<file path="config.mk">
export PLATFORM = sky130hd
export DESIGN_NAME = multi_debouncer
export DESIGN_NICKNAME = d
export VERILOG_FILES = /design/src/rtl/multi_debouncer_pkg.sv /design/src/rtl/multi_debouncer_channel.sv /design/src/rtl/multi_debouncer.sv
export SDC_FILE = /design/constraint.sdc
export NUM_CORES = 1
export LEC_CHECK = 0
export CAP_MARGIN = 0
export CORE_ASPECT_RATIO = 0.5
export CORE_MARGIN = 1.5
export CORE_UTILIZATION = 35
export DETAILED_ROUTE_END_ITERATION = 10
export RECOVER_POWER = 50
export SETUP_SLACK_MARGIN = 0.2
export SLEW_MARGIN = 20
export SYNTH_ARGS = -nofsm -noshare
export SYNTH_HDL_FRONTEND = slang
export SYNTH_SLANG_ARGS = --single-unit
</file>
<file path="constraint.sdc">
create_clock -name CLK -period 3 [get_ports CLK]
set_input_delay 0.75 -clock CLK [delete_from_list [all_inputs] [get_ports CLK]]
set_output_delay 0.75 -clock CLK [all_outputs]
set_load 0.05 [all_outputs]
</file>
<file path="src/rtl/multi_debouncer_pkg.sv">
// Shared constants and width helper for the multi-channel switch debouncer.
// Imported by the top level and by every debounce channel.
package multi_debouncer_pkg;

    localparam int DEFAULT_TICK_DIV     = 1000;
    localparam int DEFAULT_STABLE_TICKS = 20;
    localparam int DEFAULT_LONG_TICKS   = 500;

    // Bits needed to hold 0..maxVal; never less than one bit.
    function automatic int widthFor(input int maxVal);
        if (maxVal < 1) begin
            return 1;
        end
        return $clog2(maxVal + 1);
    endfunction

endpackage

</file>
<file path="src/rtl/multi_debouncer_channel.sv">
// One debounce channel: 2-FF synchroniser, tick-based stability counter,
// registered edge pulses and an optional one-shot long-press detector.
module debounce_channel
    import multi_debouncer_pkg::*;
#(
    parameter int STABLE_TICKS = DEFAULT_STABLE_TICKS,
    parameter int LONG_TICKS   = DEFAULT_LONG_TICKS
) (
    input  logic CLK,
    input  logic RST,
    input  logic raw_i,
    input  logic tick_i,
    output logic state_o,
    output logic transUp_o,
    output logic transDn_o,
    output logic longPress_o
);

    localparam int SW = widthFor(STABLE_TICKS);
    localparam logic [SW-1:0] STABLE_LAST = SW'(STABLE_TICKS - 1);

    logic          sync1_q;
    logic          sync2_q;
    logic          state_q;
    logic          state_d;
    logic [SW-1:0] stableCnt_q;
    logic [SW-1:0] stableCnt_d;
    logic          transUp_q;
    logic          transUp_d;
    logic          transDn_q;
    logic          transDn_d;
    logic          flip;

    always_ff @(posedge CLK) begin
        if (RST) begin
            sync1_q <= 1'b0;
            sync2_q <= 1'b0;
        end else begin
            sync1_q <= raw_i;
            sync2_q <= sync1_q;
        end
    end

    // Any cycle where the synchronised input agrees with the state restarts the count.
    always_comb begin
        stableCnt_d = stableCnt_q;
        state_d     = state_q;
        flip        = 1'b0;
        if (sync2_q == state_q) begin
            stableCnt_d = '0;
        end else if (tick_i) begin
            if (stableCnt_q == STABLE_LAST) begin
                flip        = 1'b1;
                state_d     = sync2_q;
                stableCnt_d = '0;
            end else begin
                stableCnt_d = stableCnt_q + 1'b1;
            end
        end
        transUp_d = flip & sync2_q;
        transDn_d = flip & ~sync2_q;
    end

    always_ff @(posedge CLK) begin
        if (RST) begin
            state_q     <= 1'b0;
            stableCnt_q <= '0;
            transUp_q   <= 1'b0;
            transDn_q   <= 1'b0;
        end else begin
            state_q     <= state_d;
            stableCnt_q <= stableCnt_d;
            transUp_q   <= transUp_d;
            transDn_q   <= transDn_d;
        end
    end

    assign state_o   = state_q;
    assign transUp_o = transUp_q;
    assign transDn_o = transDn_q;

    generate
        if (LONG_TICKS > 0) begin : gLong
            localparam int HW = widthFor(LONG_TICKS);
            localparam logic [HW-1:0] LONG_LAST = HW'(LONG_TICKS - 1);
            localparam logic [HW-1:0] LONG_MAX  = HW'(LONG_TICKS);

            logic [HW-1:0] holdCnt_q;
            logic [HW-1:0] holdCnt_d;
            logic          longPress_q;
            logic          longPress_d;

            // Saturation at LONG_MAX is what keeps the pulse one-shot per press;
            // a tick that also releases the switch suppresses the pulse.
            always_comb begin
                holdCnt_d   = holdCnt_q;
                longPress_d = 1'b0;
                if (!state_q) begin
                    holdCnt_d = '0;
                end else if (tick_i && (holdCnt_q != LONG_MAX)) begin
                    holdCnt_d   = holdCnt_q + 1'b1;
                    longPress_d = (holdCnt_q == LONG_LAST) && !flip;
                end
            end

            always_ff @(posedge CLK) begin
                if (RST) begin
                    holdCnt_q   <= '0;
                    longPress_q <= 1'b0;
                end else begin
                    holdCnt_q   <= holdCnt_d;
                    longPress_q <= longPress_d;
                end
            end

            assign longPress_o = longPress_q;
        end else begin : gNoLong
            assign longPress_o = 1'b0;
        end
    endgenerate

endmodule

</file>
<file path="src/rtl/multi_debouncer.sv">
// N-channel switch debouncer: a shared sample-tick prescaler feeding one
// debounce_channel instance per switch input.
module multi_debouncer
    import multi_debouncer_pkg::*;
#(
    parameter int N_CH         = 3,
    parameter int TICK_DIV     = DEFAULT_TICK_DIV,
    parameter int STABLE_TICKS = DEFAULT_STABLE_TICKS,
    parameter int LONG_TICKS   = DEFAULT_LONG_TICKS
) (
    input  logic            CLK,
    input  logic            RST,
    input  logic [N_CH-1:0] switch_in,
    output logic [N_CH-1:0] state,
    output logic [N_CH-1:0] trans_up,
    output logic [N_CH-1:0] trans_dn,
    output logic [N_CH-1:0] long_press,
    output logic            tick
);

    localparam int DW = widthFor(TICK_DIV - 1);
    localparam logic [DW-1:0] DIV_LAST = DW'(TICK_DIV - 1);

    logic [DW-1:0] divCnt_q;
    logic [DW-1:0] divCnt_d;
    logic          tick_q;
    logic          tick_d;

    // Tick is registered from the next count so it is high exactly while divCnt_q is at DIV_LAST.
    always_comb begin
        divCnt_d = (divCnt_q == DIV_LAST) ? '0 : divCnt_q + 1'b1;
        tick_d   = (divCnt_d == DIV_LAST);
    end

    always_ff @(posedge CLK) begin
        if (RST) begin
            divCnt_q <= '0;
            tick_q   <= 1'b0;
        end else begin
            divCnt_q <= divCnt_d;
            tick_q   <= tick_d;
        end
    end

    assign tick = tick_q;

    generate
        for (genvar ch = 0; ch < N_CH; ch++) begin : gChan
            debounce_channel #(
                .STABLE_TICKS(STABLE_TICKS),
                .LONG_TICKS  (LONG_TICKS)
            ) uChan (
                .CLK        (CLK),
                .RST        (RST),
                .raw_i      (switch_in[ch]),
                .tick_i     (tick_q),
                .state_o    (state[ch]),
                .transUp_o  (trans_up[ch]),
                .transDn_o  (trans_dn[ch]),
                .longPress_o(long_press[ch])
            );
        end
    endgenerate

endmodule
</file>
## After elaboration in Yosys (flattened, before gate mapping)

Cells that the tools add are included.

| operators by class | value |
|---|---|
| add/sub/neg operators | 7 |
| $mul | 0 |
| divide/modulo/power cells | 0 |
| magnitude comparators | 0 |
| equal/unequal tests | 14 |
| shift operators | 0 |
| muxes and demuxes | 13 |
| bitwise logic cells | 18 |
| reductions and logical operators | 21 |

Operator list:

| kind | number |
|---|---|
| $add 9x1->9 const B | 3 |
| $eq 9x9->1 const B | 3 |
| $ne 9x9->1 const B | 3 |
| $eq 10x10->1 const B | 2 |
| $add 5x1->5 const B | 3 |
| $eq 5x5->1 const B | 3 |
| $mux 5 | 3 |
| $not 1->1 | 12 |
| $reduce_or 2->1 | 6 |
| $add 10x1->10 const B | 1 |
| $mux 10 | 1 |
| $mux 1 | 9 |
| $reduce_and 3->1 | 3 |
| $reduce_or 3->1 | 3 |
| $and 1x1->1 | 6 |
| $logic_and 1x1->1 | 6 |
| $eq 1x1->1 | 3 |
| $logic_not 1->1 | 3 |

| storage, ports and cells | value |
|---|---|
| register bits | 71 |
| latch bits | 0 |
| memory bits (writable) | 0 |
| bits in read-only memories | 0 |
| logic and storage cells | 99 |
| memories | 0 |

## Longest topological paths before layout

| depth | value |
|---|---|
| word-level depth | 6 |
| mapped depth | 7 |
| gate-level depth less buffers | 7 |

## Cells and area by module

A second synthesis with hierarchy kept.

| second synthesis, totals | value |
|---|---|
| cell total of the unflattened synthesis | 353 |
| area total of the unflattened synthesis | 3321.9 µm² |

By module, submodules not included:

| module | instances | cells each | area an instance (µm²) | seq. area each (µm²) |
|---|---|---|---|---|
| debounce_channel | 3 | 98 | 930.9 | 400.4 |
| multi_debouncer | 1 | 59 | 529.3 | 220.2 |

## Worst setup path before layout

OpenSTA, ideal clock, no wires.

| timing | value |
|---|---|
| path kind | register to register |
| start | register tick_q (netlist: tick) |
| end | register gChan[1].uChan.gLong.longPress_q |
| setup time | 0.119 ns |
| arrival | 1.631 ns |
| slack | 1.250 ns |
| stages on the path, launching flop included | 6 |
| clock period less this slack | 1.750 ns |
| cells stage by stage | dfxtp_1 -> buf_2 -> nand2_1 -> or3b_1 -> o21ai_0 -> nor4_1 |

| between the ends | value |
|---|---|
| cells in the longest elaborated chain, start to end | 4 |

RTL lines:

| item | line | text |
|---|---|---|
| start, declared | multi_debouncer.sv:26 | `logic tick_q;` |
| start signal, assigned | multi_debouncer.sv:41 | `tick_q <= tick_d;` |
| $mux 1 | multi_debouncer_channel.sv:51 | `end else if (tick_i) begin` |
| $mux 1 | multi_debouncer_channel.sv:49 | `if (sync2_q == state_q) begin` |
| $logic_not 1->1 | multi_debouncer_channel.sv:102 | `longPress_d = (holdCnt_q == LONG_LAST) && !flip;` |
| $logic_and 1x1->1 | multi_debouncer_channel.sv:102 |  |
| end signal, assigned | multi_debouncer_channel.sv:112 | `longPress_q <= longPress_d;` |
| end, declared | multi_debouncer_channel.sv:90 | `logic longPress_q;` |

Several ways; a longest one is shown, not always the timed one.
A chain may end at the register's enable or synchronous reset.

## Worst setup path in the final report

| timing | value |
|---|---|
| start | register gChan[0].uChan.state_q |
| end | output state[0] |

RTL lines:

| item | line | text |
|---|---|---|
| start, declared | multi_debouncer_channel.sv:24 | `logic state_q;` |
| start signal, assigned | multi_debouncer_channel.sv:71 | `state_q <= state_d;` |
| end, declared | multi_debouncer.sv:14 | `output logic [N_CH-1:0] state,` |

No word-level cell between the ends.

==> metrics.txt <==
I/O Buffers 17; hold slack final 431.8 ps; postcts setup bufs 0; All-Layer GR Usage 0.1258; synthesis-to-layout area growth 16.94%; post-cts repair resize count 0; design area 0.003705 mm2; Reg area 0.001421 mm2; worst reg2reg setup slack 970 ps; CP startpoint gChan[0].uChan.state_o$_SDFFE_PP0P_; yosys warns 0; number of cells on the critical path 1; post-synthesis sequential area ratio 0.4487; share of cells above drive strength 1 0.06631; final net count 388; # IOs 18; CTS Hold Buffers Added 0; clk slew on worst S/H paths 60 ps; period utilisation layout 0.7795; Worst Skew 6.659 ps; EDFF count, synth 0; average wire per standard cell 10.92 um; slowest CP cell clkdlybuf4s50_1; achievable frequency 427.6 MHz; final setup vio count 0; first-pass iteration count of the detailed router 5; core area 0.008738 mm2; num rows 24; via count 2353; CP arrival 1590 ps; reg2reg start tick$_SDFF_PP0_; first-pass GRT wire length 9.528 mm; clock root buffer clkbuf_16; RSZ-0062 raised after global routing no; # diodes 0; syn_nets 378; Die H 70.28 um; setup TNS 0 ps; worst hold path class reg2reg; top-area cell type share of the netlist area 0.4487; worst slew pin tran 688.9 ps; timing endpoint of the critical path state[0]; area of the die 0.009666 mm2; Synth cell types 39; DP Wirelength 3.678 mm; Avg Synthesized Cell Area 8.751 um2; dominant cell type by area after synthesis dfxtp_1; headroom to the max-slew limit 0.5407; Final GP Congestion 0.7840; number of global-route vias before repair 2186; Hold Path Cell Cnt 1; min Tclk post-route 2338 ps; Remaining Overflow, GRT 0; Worst Reg-to-Reg Cells 6; CP Class reg2out; Routed WL 5.393 mm; R2R Path End gChan[0].uChan.longPress_o$_SDFF_PP0_; placed inst area 0.003376 mm2; footprint of the multi-input gates 0.001562 mm2; largest net degree at the start of global routing 34; worst path bufs/invs 1; CTS tree built; crit path max fanout 5; Peak VDD IR 0.3503 mV; Antenna Nets Post-Route 0; cells after synthesis 362; # fillers 848; max-slew violations 0; Max-Cap Viols 0; crit-path cells clkdlybuf4s50_1; most common flop cell mapped by yosys dfxtp_1; CP Data Required Time 2250 ps; initial antenna violation count 0; CP max stage delay 850 ps; cell family contributing the most delay on the critical path buffers and inverters; outcome complete, no violations; top post-synthesis cells by count dfxtp_1 (71), nor2_1 (42), nand2_1 (28); Worst setup SP type register; Die Wd 137.5 um; Post-route DRC 0; synthesized area 0.003168 mm2; P_leak 1.265 nW; Crit. End Element primary output; Initial DRC Count 90; initial core utilization 0.3625; Seq cells post-synth 71; post-synthesis async set-or-reset flop share 0; H-tree depth 3; Vias/cell 4.763; power density over the cells 594.6 mW/mm2; top-count cell post-synth dfxtp_1; final hold vios 0; clk_lat worst skew 330 ps; clk buf depth 2; CTS buffer count 9; TritonCTS Sinks 71; top cells by area, synth dfxtp_1 (45%), xor2_1 (5.5%), nor2_1 (5.0%)
## report_power, final
part	total (W)	internal [W]	switching (W)
sequential	0.000957	0.000950	0.00000673
combinational	0.0000270	0.0000139	0.0000131
clock	0.00122	0.000831	0.000388
total	0.00220	0.00180	0.000408
## through the flow
stage                       util  total power, W  std cells  setup slack, ps
after CTS                 0.4260        0.002232        494            642.4
final                     0.4240        0.002203        494            661.5
after global placement    0.3863        0.001007        478            682.2
after global routing      0.4240        0.002282        494            569.1
after floorplan                -       0.0009940        362             1250
after detailed placement  0.3863        0.001007        478            605.5
## layer usage
layer	global-route usage	vias up	part of all wire
li1	-	1252	-
met1	0.1539	1079	0.52
met2	0.1967	16	0.44
met3	0.05156	6	0.030
met4	0.04912	0	0.014
met5	0	-	0
## cell usage in the layout, fill, tap and decap left out, types with 5 or more instances in the layout
master	Yosys	routed
nand4_1	14	14
a21oi_1	25	25
dfxtp_1	71	71
mux2i_1	5	5
o21ai_0	14	14
nand2b_1	11	11
nand3_1	14	14
ha_1	11	11
clkbuf_16	0	9
clkdlybuf4s50_1	0	15
nor2b_1	11	11
xor2_1	20	20
nand2_1	28	28
or3_1	6	6
xnor2_1	8	8
inv_1	14	14
nor3_1	15	15
nor2_1	42	42
## sequential cells by signal (all words and copies together) (netlist names)
signal and flops:
gChan.uChan.transUp_o 3, gChan.uChan.sync2_q 3, divCnt_q 10, gChan.uChan.gLong.holdCnt_q 27, gChan.uChan.state_o 3, gChan.uChan.sync1_q 3, gChan.uChan.transDn_o 3, gChan.uChan.longPress_o 3
gChan.uChan.stableCnt_q 15, tick 1
## layout make-up
type,count,area share
Timing Repair Buffer,20,0.04762
Multi-Input combinational cell,256,0.4215
Sequential cell,71,0.3837
Inverter,14,0.01418
Tap cell,117,0.03951
Clock buffer,10,0.06451
Clock inverter,6,0.02904
## cells by family (layout without fill, tap and decap cells)
logic type                 after synthesis  count (layout)  share of synthesized area
AOI/OAI and AO/OA                       44              44                    0.07465
muxes                                    5               5                    0.01580
buffers and inverters                   35              50                    0.05727
adders and majority gates               11              11                    0.04344
xor gates and xnor gates                28              28                    0.07741
DFF                                     71              71                     0.4487
and+or+nand+nor                        168             168                     0.2828
## worst min-delay path by stage
stage	from	to	slack, ps
after CTS	gChan[2].uChan.sync1_q$_SDFF_PP0_	gChan[2].uChan.sync2_q$_SDFF_PP0_	430
after detailed placement	gChan[2].uChan.sync1_q$_SDFF_PP0_	gChan[2].uChan.sync2_q$_SDFF_PP0_	420
after floorplan	gChan[0].uChan.sync1_q$_SDFF_PP0_	gChan[0].uChan.sync2_q$_SDFF_PP0_	410
after global placement	gChan[2].uChan.sync1_q$_SDFF_PP0_	gChan[2].uChan.sync2_q$_SDFF_PP0_	420
final	gChan[2].uChan.sync1_q$_SDFF_PP0_	gChan[2].uChan.sync2_q$_SDFF_PP0_	430
after global routing	gChan[1].uChan.sync1_q$_SDFF_PP0_	gChan[1].uChan.sync2_q$_SDFF_PP0_	450
(Power assumes the default switching activity.)
